`src/rtl/team_06_pkg.sv`:
```
// Shared types and helpers for the half-duplex audio arbiter.
package team_06_pkg;

  localparam int unsigned AUD_W = 8;

  typedef enum logic [1:0] {
    IDLE  = 2'd0,
    TX    = 2'd1,
    RX    = 2'd2,
    GUARD = 2'd3
  } duplex_state_t;

  // Bits needed to hold the larger of two tick counts, never less than one.
  function automatic int unsigned cnt_width(input int unsigned a, input int unsigned b);
    int unsigned m;
    m = (a > b) ? a : b;
    return (m == 0) ? 1 : $clog2(m + 1);
  endfunction

endpackage

```
`src/rtl/team_06_tick_counter.sv`:
```
// Loadable down-counter stepped by sample ticks; saturates at zero, load wins over tick.
module team_06_tick_counter #(
  parameter int unsigned W = 4
) (
  input  logic         clk,
  input  logic         rst,
  input  logic         load,
  input  logic [W-1:0] load_val,
  input  logic         tick_en,
  output logic [W-1:0] count,
  output logic         zero
);

  logic [W-1:0] count_nxt;

  always_comb begin
    count_nxt = count;
    if (load) begin
      count_nxt = load_val;
    end else if (tick_en && (count != '0)) begin
      count_nxt = count - W'(1);
    end
  end

  // zero is kept registered alongside count so consumers see a clean flop output.
  always_ff @(posedge clk) begin
    if (rst) begin
      count <= '0;
      zero  <= 1'b1;
    end else begin
      count <= count_nxt;
      zero  <= (count_nxt == '0);
    end
  end

endmodule

```
`src/rtl/team_06_duplex_arbiter.sv`:
```
// Half-duplex TX/RX arbiter: push-to-talk priority, hang time and guard gap between directions.
module team_06_duplex_arbiter
  import team_06_pkg::*;
#(
  parameter int unsigned HANG_TICKS  = 8,
  parameter int unsigned GUARD_TICKS = 4,
  parameter int unsigned RX_THRESH   = 8,
  parameter bit          PTT_PREEMPT = 1'b1
) (
  input  logic             clk,
  input  logic             rst,
  input  logic             sample_tick,
  input  logic             ptt_en,
  input  logic [AUD_W-1:0] mic_aud,
  input  logic [AUD_W-1:0] spk_aud,
  input  logic             mute,
  output logic [1:0]       state,
  output logic             tx_grant,
  output logic             rx_grant,
  output logic [AUD_W-1:0] aud_out,
  output logic             aud_valid
);

  localparam int unsigned CNT_W = cnt_width(HANG_TICKS, GUARD_TICKS);

  duplex_state_t    cur;
  duplex_state_t    nxt;
  logic             rx_act;
  logic             hang_load;
  logic             hang_tick;
  logic             guard_load;
  logic             guard_tick;
  logic [CNT_W-1:0] hang_count;
  logic [CNT_W-1:0] guard_count;
  logic             hang_zero;
  logic             guard_zero;
  logic [AUD_W-1:0] aud_sel;

  assign rx_act = sample_tick && (spk_aud >= AUD_W'(RX_THRESH));

  // Next-state and counter control, evaluated from the current state.
  always_comb begin
    nxt        = cur;
    hang_load  = 1'b0;
    hang_tick  = 1'b0;
    guard_load = 1'b0;
    guard_tick = 1'b0;
    case (cur)
      IDLE: begin
        if (ptt_en) begin
          nxt       = TX;
          hang_load = 1'b1;
        end else if (rx_act) begin
          nxt       = RX;
          hang_load = 1'b1;
        end
      end
      TX: begin
        if (ptt_en) begin
          hang_load = 1'b1;
        end else if (hang_zero) begin
          nxt        = GUARD;
          guard_load = 1'b1;
        end else begin
          hang_tick = sample_tick;
        end
      end
      RX: begin
        if (PTT_PREEMPT && ptt_en) begin
          nxt        = GUARD;
          guard_load = 1'b1;
        end else if (rx_act) begin
          hang_load = 1'b1;
        end else if (hang_zero) begin
          nxt        = GUARD;
          guard_load = 1'b1;
        end else begin
          hang_tick = sample_tick;
        end
      end
      GUARD: begin
        if (guard_zero) begin
          nxt = IDLE;
        end else begin
          guard_tick = sample_tick;
        end
      end
      default: nxt = IDLE;
    endcase
  end

  team_06_tick_counter #(.W(CNT_W)) u_hang (
    .clk      (clk),
    .rst      (rst),
    .load     (hang_load),
    .load_val (CNT_W'(HANG_TICKS)),
    .tick_en  (hang_tick),
    .count    (hang_count),
    .zero     (hang_zero)
  );

  team_06_tick_counter #(.W(CNT_W)) u_guard (
    .clk      (clk),
    .rst      (rst),
    .load     (guard_load),
    .load_val (CNT_W'(GUARD_TICKS)),
    .tick_en  (guard_tick),
    .count    (guard_count),
    .zero     (guard_zero)
  );

  // Sample routing uses the pre-transition state.
  always_comb begin
    aud_sel = '0;
    if (!mute) begin
      if (cur == TX) begin
        aud_sel = mic_aud;
      end else if (cur == RX) begin
        aud_sel = spk_aud;
      end
    end
  end

  // State, grants and audio; grants decode the next state so they move with state.
  always_ff @(posedge clk) begin
    if (rst) begin
      cur       <= IDLE;
      tx_grant  <= 1'b0;
      rx_grant  <= 1'b0;
      aud_out   <= '0;
      aud_valid <= 1'b0;
    end else begin
      cur       <= nxt;
      tx_grant  <= (nxt == TX);
      rx_grant  <= (nxt == RX);
      aud_valid <= sample_tick;
      if (sample_tick) begin
        aud_out <= aud_sel;
      end
    end
  end

  assign state = cur;

  a_hang_zero_consistent: assert property (@(posedge clk) disable iff (rst)
    hang_zero == (hang_count == '0));
  a_guard_zero_consistent: assert property (@(posedge clk) disable iff (rst)
    guard_zero == (guard_count == '0));
  a_grants_exclusive: assert property (@(posedge clk) !(tx_grant && rx_grant));

endmodule

```
`config.mk`:
```
export PLATFORM = sky130hd
export DESIGN_NAME = team_06_duplex_arbiter
export DESIGN_NICKNAME = d
export VERILOG_FILES = /design/src/rtl/team_06_pkg.sv /design/src/rtl/team_06_tick_counter.sv /design/src/rtl/team_06_duplex_arbiter.sv
export SDC_FILE = /design/constraint.sdc
export NUM_CORES = 1
export LEC_CHECK = 0
export BUFFER_PORTS_ARGS = -buffer_cell sky130_fd_sc_hd__buf_4
export CORE_MARGIN = 2
export CORE_UTILIZATION = 49
export CTS_BUF_LIST = sky130_fd_sc_hd__clkbuf_4
export DETAILED_ROUTE_END_ITERATION = 8
export PLACE_DENSITY = 0.81
export SLEW_MARGIN = 40
export SYNTH_ARGS = -nofsm -noshare
export SYNTH_HDL_FRONTEND = slang
export SYNTH_SLANG_ARGS = --single-unit
```
`constraint.sdc`:
```
create_clock -name clk -period 1.8 [get_ports clk]
set_input_delay 0.18 -clock clk [delete_from_list [all_inputs] [get_ports clk]]
set_output_delay 0.18 -clock clk [all_outputs]
set_load 0.05 [all_outputs]
```
* Yosys cells after proc, flatten, opt, wreduce, memory -nomap -nowiden
Index checks and enable logic that the tools add are counted.
W data, S select, Z words.
** Cells by class
- Add/sub/neg operators :: 2
- Magnitude comparators :: 1
- Equal/unequal tests :: 5
- Mux-type cells :: 32
- Reductions and logical operators :: 8
** Operators by type and width (number)
- $mux W8 :: 3
- $mux W4 :: 4
- $mux W1 :: 14
- $mux W2 :: 7
- $ge A8 B4 Y1 const B :: 1
- $logic_not A4 Y1 :: 2
- $pmux W2 S4 :: 1
- $reduce_bool A4 Y1 :: 2
- $sub A4 B1 Y4 const B :: 2
- $eq A2 B2 Y1 const B :: 3
- $eq A2 B1 Y1 const B :: 2
- $pmux W1 S2 :: 2
- $logic_and A1 B1 Y1 :: 3
- $pmux W1 S3 :: 1
- $logic_not A2 Y1 :: 1
** Storage, ports and cells
- Register bits :: 23
- Bits of input ports :: 21
- Word-level logic and storage cells :: 57

* Logic depth before layout (Yosys ltp)
- Word-level depth :: 9
- Mapped depth :: 8
- Mapped depth without buffers :: 7

* Modules after synthesis
From an unflattened synthesis, not the netlist that was laid out.
** Unflattened totals
- Cells, all modules :: 170
- Area, all modules :: 1427.6 µm²
** Modules (own cells, without submodules)
- team_06_duplex_arbiter :: instances 1, cells each 110, area each 842.1 µm², seq. area each 260.2 µm²
- team_06_tick_counter :: instances 2, cells each 30, area each 292.8 µm², seq. area each 100.1 µm²

* Worst setup path before layout
Ideal clock, no wire load.
- Kind :: register to register
- Start point :: register cur[1], in the netlist state[1]
- End point :: register tx_grant
- Library setup time :: 0.073 ns
- Arrival time :: 2.139 ns
- Data required time :: 1.727 ns
- Setup slack :: -0.412 ns
- Cell stages (with the launch flop) :: 9
- Path buffers :: 1
- Cells stage by stage :: dfxtp_1 inv_1 ha_1 clkbuf_1 and3b_1 a211oi_1 o21ai_0 a2bb2oi_1 nor3b_2
** On the way
- Longest elaborated chain between the ends :: 5
** Ends and longest elaborated chain
- from (decl) :: RTL line team_06_duplex_arbiter.sv:26 : duplex_state_t cur;
- from (signal assigned) :: RTL line team_06_duplex_arbiter.sv:133 : cur <= nxt;
- $mux W2 :: RTL line team_06_duplex_arbiter.sv:61, team_06_duplex_arbiter.sv:74
- $mux W2 :: RTL line team_06_duplex_arbiter.sv:72 : end else if (rx_act) begin
- $mux W2 :: RTL line team_06_duplex_arbiter.sv:69 : if (PTT_PREEMPT && ptt_en) begin
- $pmux W2 S4 (*) :: RTL line team_06_duplex_arbiter.sv:48 : case (cur)
- $eq A2 B1 Y1 (*) :: RTL line team_06_duplex_arbiter.sv:134 : tx_grant <= (nxt == TX);
- to (signal assigned) :: RTL line team_06_duplex_arbiter.sv:134
- to (decl) :: RTL line team_06_duplex_arbiter.sv:18 : output logic tx_grant,
Mark *: on every way between the ends. The rest lies on a longest branch, timed or not.
A chain may end at the register's enable or synchronous reset.

* Worst setup path after layout
- Start point :: register cur[0], in the netlist state[0]
- End point :: register u_hang.zero
** On the way
- Longest elaborated chain between the ends :: 6
** Ends and longest elaborated chain
- $eq A2 B2 Y1 or $eq A2 B1 Y1 (tied branches) :: RTL line team_06_duplex_arbiter.sv:48
- $pmux W1 S2 :: RTL line team_06_duplex_arbiter.sv:48
- $logic_and A1 B1 Y1 :: RTL line team_06_tick_counter.sv:20 : end else if (tick_en && (count != '0)) begin
- $mux W4 :: RTL line team_06_tick_counter.sv:20
- $mux W4 (*) :: RTL line team_06_tick_counter.sv:18 : if (load) begin
- $logic_not A4 Y1 (*) :: RTL line team_06_tick_counter.sv:32 : zero <= (count_nxt == '0);
- to (signal assigned) :: RTL line team_06_tick_counter.sv:32
- to (decl) :: RTL line team_06_tick_counter.sv:11 : output logic zero
Marked as above.

==> impl_metrics.env <==
export IMPL_status="completed"
export IMPL_hold_depth=2
export IMPL_irDropWorstVdd_v=0.00120
export IMPL_fin_ws_ps=42.2
export IMPL_drc_errors=0
export IMPL_die_w_microns=56.2
export IMPL_path_max_fanout=8
export IMPL_avgSynthCellArea_sq_um=8.40
export IMPL_area_growth_pct=29.1
export IMPL_synth_area_top_cells="dfxtp_1 (34%), ha_1 (6.6%), nor2b_1 (6.1%)"
export IMPL_fillers=206
export IMPL_wl_per_cell_microns=14.2
export IMPL_hp_class="input port to register"
export IMPL_vias_per_cell=5.70
export IMPL_yosysSeqAreaShare=0.345
export IMPL_antenna_found_initial=0
export IMPL_hpwl_microns=2380
export IMPL_portBuffers=33
export IMPL_cts_sinks=23
export IMPL_power_density_nw_per_um2=1290
export IMPL_cp_end_kind="register"
export IMPL_clk_latency_ps=320
export IMPL_grt_pass1_vias=1198
export IMPL_drt_iter0_markers=24
export IMPL_syn_cell_area_sq_um=1340
export IMPL_overflow=0
export IMPL_clkTransAtPathRegs_ps=130
export IMPL_setup_worst_path_start="state[0]$_SDFF_PP0_"
export IMPL_critPathArrivalTime_ps=2030
export IMPL_r2r_start="state[0]$_SDFF_PP0_"
export IMPL_cp_required_ps=2070
export IMPL_period_share=0.977
export IMPL_grt_max_degree=22
export IMPL_numCtsBuffers=3
export IMPL_clockRootBuffer="clkbuf_4"
export IMPL_maxSlewHeadroom=0.614
export IMPL_async_flop_share=0
export IMPL_placed_area_sq_um=1630
export IMPL_dp_slack_ps=26.4
export IMPL_slowest_stage="dfxtp_4"
export IMPL_critPathKind="register to register"
export IMPL_reg2reg_to="u_hang.zero$_SDFF_PP1_"
export IMPL_synth_edf_count=0
export IMPL_min_from="rst"
export IMPL_synth_seq_cells=23
export IMPL_core_area_sq_um=2520
export IMPL_leakage_nw=0.709
export IMPL_fin_nets=223
export IMPL_skew_ps=9.93
export IMPL_stdcell_count=224
export IMPL_tightest_slew_ps=579
export IMPL_hold_viol=0
export IMPL_synth_area_leader_cell="dfxtp_1"
export IMPL_drive_gt1_frac=0.345
export IMPL_cts_max_path_buffers=2
export IMPL_fin_area_sq_um=1720
export IMPL_htree_levels=1
export IMPL_yosysMostFrequentCell="dfxtp_1"
export IMPL_finalWeightedCongestion=0.840
export IMPL_yosysWarnings=0
export IMPL_yosys_area_top_type_share=0.345
export IMPL_dp_cells=219
export IMPL_fin_crit_ps=1760
export IMPL_std_cell_rows=18
export IMPL_fp_dieH_microns=56.2
export IMPL_fmax_mhz=569
export IMPL_die_area_sq_um=3160
export IMPL_ant_nets=0
export IMPL_reg2reg_depth=7
export IMPL_yosysUniqueCellTypes=43
export IMPL_dr_pass1_iters=4
export IMPL_initial_core_util=0.529
export IMPL_seq_area_sq_um=468
export IMPL_cts_tree="done"
export IMPL_syn_instance_count=159
export IMPL_drt_wl_total_microns=3190
export IMPL_fin_tns_setup_ps=0
export IMPL_path_cells="inv_1, ha_2, buf_4, o211ai_1, o31a_1, nor3_2, a31o_1"
export IMPL_r2r_setup_slack_ps=40
export IMPL_whs_endpoint="aud_out[2]$_SDFFE_PP0P_"
export IMPL_multi_input_area_sq_um=868
export IMPL_drv_slew=0
export IMPL_diodes=0
export IMPL_ys_flop_type="dfxtp_1"
export IMPL_setup_viol=0
export IMPL_synthTopCellsByCount="dfxtp_1 (23), nand2_1 (14), nor2_1 (14), nor2b_1 (13), a21oi_1 (12)"
export IMPL_pin_count=34
export IMPL_cp_start_kind="register"
export IMPL_grt_usage=0.201
export IMPL_slowest_delay_ps=380
export IMPL_grt_pass1_wl_microns=5180
export IMPL_synthesis_nets=187
export IMPL_via_count=1277
export IMPL_cap_violations=0
[metrics by stage]
stage / utilization / hold slack [ps] / power [mW]
floorplan: - / 356 / 1.56
global placement: 0.647 / 517 / 1.87
detailed placement: 0.647 / 530 / 1.90
CTS: 0.659 / 189 / 2.17
global route: 0.683 / 200 / 2.38
finish: 0.683 / 195 / 2.23
[final cells by class]
cell class,count,share of cell area
Sequential cell,23,0.272
Timing Repair Buffer,38,0.166
Multi-Input combinational cell,120,0.504
Inverter,9,0.0196
Tap cell,30,0.0218
Clock buffer,4,0.0174
[what timing repair did]
| action | in CTS | in global routing |
|---|---|---|
| hold buffers | 0 | 0 |
| gates resized for setup | 0 | 11 |
| buffers inserted | 0 | 1 |
| setup endpoints to repair | 0 | 10 |
[where the power goes]
part / internal (mW) / switching, mW / total, mW / leakage (nW)
Combinational: 0.527 / 0.755 / 1.28 / 0.502
Clock: 0.102 / 0.154 / 0.256 / 0.0184
Sequential: 0.614 / 0.0799 / 0.694 / 0.189
Total: 1.24 / 0.989 / 2.23 / 0.709
[sequential cells by signal (all words and copies together) (netlist names)]
name / count
aud_out: 8
state: 2
rx_grant: 1
u_guard.zero: 1
u_hang.count: 4
aud_valid: 1
u_hang.zero: 1
tx_grant: 1
u_guard.count: 4
[kinds of logic (layout without fill, tap and decap cells)]
kind of cell | Yosys count | after routing | synth area share
AOI/OAI and AO/OA | 42 | 42 | 0.231
xor gates and xnor gates | 3 | 3 | 0.0197
adders and majority gates | 7 | 7 | 0.0656
buffers and inverters | 16 | 51 | 0.0487
DFF | 23 | 23 | 0.345
muxes | 2 | 2 | 0.0150
and+or+nand+nor | 66 | 66 | 0.276
[critical path: cells and delay by family (launching register included)]
family / cells / cell delay, ps
buf+inv: 2 / 320
flops: 1 / 380
simple gates: 1 / 180
fa+ha+maj: 1 / 270
compound gates: 3 / 570
[how the worst max path moves through the flow]
stage,end,slack (ps),cells after the start
finish,u_hang.zero$_SDFF_PP1_,40,7
global route,u_hang.zero$_SDFF_PP1_,-20,7
CTS,u_hang.count[1]$_SDFF_PP0_,2,6
detailed placement,u_hang.count[1]$_SDFF_PP0_,30,6
global placement,tx_grant$_SDFF_PP0_,120,7
floorplan,tx_grant$_SDFF_PP0_,40,8
[layer usage]
metal	wire length, microns	GRT usage	up-vias	part of all wire
li1	-	-	626	-
met1	1390	0.246	620	0.43
met2	1640	0.346	27	0.51
met3	137	0.0558	4	0.043
met4	25	0.0510	0	0.0078
met5	0	0	-	0
[cells in the final DEF, fill, tap and decap left out, types with 2 or more instances in the layout]
master,n
inv_1,7
clkbuf_4,4
a21oi_1,11
nand2_1,14
dfxtp_1,21
nand3_1,3
xnor2_1,3
nor2b_1,12
ha_1,4
nor3_1,6
a31o_1,3
o21ai_0,4
nor4_2,2
ha_2,3
a21boi_0,2
o211a_1,2
buf_4,38
nor3b_2,2
nand2b_1,2
a22o_1,5
and2_1,3
dfxtp_4,2
a211oi_2,2
mux2i_1,2
a31oi_1,2
nor2_1,14
No activity file was read; power rests on OpenSTA's default activity.
